**config.mk**
```make
export PLATFORM = sky130hd
export DESIGN_NAME = relop_ref
export DESIGN_NICKNAME = d
export VERILOG_FILES = /design/src/rtl/relop_pkg.sv /design/src/rtl/relop_ref.sv
export SDC_FILE = /design/constraint.sdc
export NUM_CORES = 1
export LEC_CHECK = 0
export ABC_CLOCK_PERIOD_IN_PS = 1900
export CORE_AREA = 2 2 39 41
export DETAILED_ROUTE_END_ITERATION = 16
export DIE_AREA = 0 0 41 43
export PLACE_DENSITY = 0.45
export SYNTH_ARGS = -nofsm -noshare
export SYNTH_HDL_FRONTEND = slang
export SYNTH_SLANG_ARGS = --single-unit
```
**constraint.sdc**
```tcl
create_clock -name vclk -period 1.9
set_input_delay 0.38 -clock vclk [all_inputs]
set_output_delay 0.38 -clock vclk [all_outputs]
set_load 0.02 [all_outputs]
```
**src/rtl/relop_pkg.sv**
```systemverilog
// Shared constants and types for the relational-operator response checker.
package relop_pkg;
    localparam int RES_W = 8;

    // Bit positions inside the 8-bit result vector, MSB first.
    localparam int EQ_B   = 7;
    localparam int NEQ_B  = 6;
    localparam int CEQ_B  = 5;
    localparam int CNEQ_B = 4;
    localparam int LT_B   = 3;
    localparam int GT_B   = 2;
    localparam int LTE_B  = 1;
    localparam int GTE_B  = 0;

    typedef enum logic [1:0] {IDLE, RUN, DRAIN, DONE} state_t;
endpackage

```
**src/rtl/relop_ref.sv**
```systemverilog
// Combinational 2-state reference model: operand pair -> expected result vector.
module relop_ref
    import relop_pkg::*;
#(
    parameter int WIDTH = 4
) (
    input  logic [WIDTH-1:0] a,
    input  logic [WIDTH-1:0] b,
    output logic [RES_W-1:0] exp_res
);
    logic eq;
    logic lt;
    logic gt;

    always_comb begin
        eq = (a == b);
        lt = (a < b);
        gt = (a > b);
        exp_res         = '0;
        exp_res[EQ_B]   = eq;
        exp_res[NEQ_B]  = ~eq;
        exp_res[CEQ_B]  = eq;
        exp_res[CNEQ_B] = ~eq;
        exp_res[LT_B]   = lt;
        exp_res[GT_B]   = gt;
        exp_res[LTE_B]  = ~gt;
        exp_res[GTE_B]  = ~lt;
    end
endmodule

```
==> results.toml <==
[placed_design]
hpwlAfterDp_um = 331
io_buffers = 16
pre_cts_ws_ns = -0.700
gp_congestion = 0.574

[sta]
slew_headroom_pct = 86.9
hold_viol = 0
rsz0062_at_grt = "no"
min_period_over_period_pct = 96.9
tightest_slew_ns = 0.196
finalSetupViolCount = 0
slew_viol_final = 0
fin_crit_ns = 1.84
layout_setup_ws_ns = 0.0589
fmax_mhz = 543

[finish]
regArea_um2 = 0
clkbuf_count = 0
fillers = 161
drive_above_1_share_pct = 67.6
nFlopsAndLatches = 0
multi_input_area_um2 = 179
diodes = 0
final_nets = 48
area_growth_pct = 111
utilization_pct = 25.3

[setup_path]
end_kind = "output port"
critical_path_class = "input port to output port"
worstPathCellList = "dlygate4sd2_1 -> ha_4 -> nor2b_4 -> o211ai_4 -> and2_4 -> buf_6"
cp.buffers_inverters = 2
crit_path_max_fanout = 4
critPathRequiredTime_ns = 1.52
cpPeakStageDelay_ns = 0.26
arrival_ns = 1.46
critical-path-top-delay-family = "buffers and inverters"
cp_slowest_cell = "dlygate4sd2_1"
start_kind = "input port"

[routing]
vias = 167
ant_nets = 0
viasPerCell = 3.34
drc = 0
drt_iter0_drc = 0
routed_wl_um = 407
wl_per_cell_um = 8.14
drt_pre_antenna_iters = 1

[floorplan]
core_area_um2 = 1380
rows = 14
fp.dieW_um = 41
start_util_pct = 12.0
die_y_um = 43
die_area_um2 = 1760
pin_count = 16

[yosys]
netlist_instances = 22
ys_types = 10
avgSynthCellArea_um2 = 7.56
synth_warnings = 0
synth_fp_nets = 34
seq_area_frac_synth_pct = 0
synthesis.area_um2 = 166

[grt]
use_met1_pct = 7.91
grt_pass1_wl_um = 641
grt_use_total_pct = 5.00
grt_overflow = 0
grt_busiest_layer = "met1"
use_met2_pct = 7.81
grt_pass1_vias = 154
grt_max_degree = 5
grtUsageMet3_pct = 0
antenna_found_initial = 0

[pwr]
power_density_nw_per_um2 = 330
max-vdd-ir-drop_mv = 0.0648
leakage_nw = 0.170
finalPower_uw = 115

[job]
drv_cap = 0

[run_status]
status = "finished clean"

[min_path]
hp-class = "input port to output port"

[cts]
postCtsHoldBufs = 0
[final cells by class]
type                            instances  share of cell area, %
Multi-Input combinational cell         12                   51.1
Timing Repair Buffer                   17                   37.9
Tap cell                               16                   5.71
Inverter                                5                   5.36
[cell usage in the layout (no fill, tap or decap)]
cell           instances
a21o_1                 1
a21oi_2                2
and2_4                 1
buf_2                  5
buf_4                  2
buf_6                  2
dlygate4sd2_1          8
ha_4                   4
inv_2                  5
nand2_1                1
nand4_1                1
nor2b_4                1
o211ai_4               1
[path summary, 6_finish.rpt]
check / cells past startpoint / endpoint / from / slack [ns]
min: 5 / exp_res[0] / a[3] / 1.39
max: 6 / exp_res[3] / a[1] / 0.06
[metrics by stage]
step	instance area (µm²)	hold slack, ns	TNS, ns	std cells
floorplan	166	1.10	0	22
global placement	317	2.08	-4.76	50
detailed placement	317	2.08	-4.78	50
CTS	339	1.39	0	50
global route	350	1.43	0	50
finish	350	1.39	0	50
[routing by layer]
metal | wire length [µm] | vias up
li1 | - | 91
met1 | 161 | 67
met2 | 197 | 9
met3 | 48 | 0
met4 | 0 | 0
met5 | 0 | -
[synthesized netlist by cell type]
cell / n / area [µm²]
inv_1: 5 / 18.8
nor2b_4: 1 / 13.8
and2_1: 1 / 6.26
nand2_1: 1 / 3.75
a21o_1: 1 / 7.51
a21oi_1: 2 / 10.0
o211ai_2: 1 / 12.5
ha_1: 4 / 50.1
nand4_1: 1 / 6.26
buf_4: 5 / 37.5
[report_power, final]
group          switching, mW  internal [mW]
registers                  0              0
clock network              0              0
logic                 0.0563         0.0591
total                 0.0563         0.0591
[timing repair]
action / in CTS / in global routing
setup buffers: 0 / 0
gates cloned: 0 / 0
resized for setup: 57 / 2
pin swaps: 5 / 2
endpoints found under the setup margin: 8 / 3
hold endpoints to repair: 0 / 0
[kinds of logic after synthesis]
kind of cell             count (synthesis)  share of synthesized area [%]
AO/OA/AOI/OAI                            4                           18.0
AND/OR/NAND/NOR                          4                           18.0
adder cells (fa/ha/maj)                  4                           30.1
buffers and inverters                   10                           33.8
No activity file was read; power rests on OpenSTA's default activity.
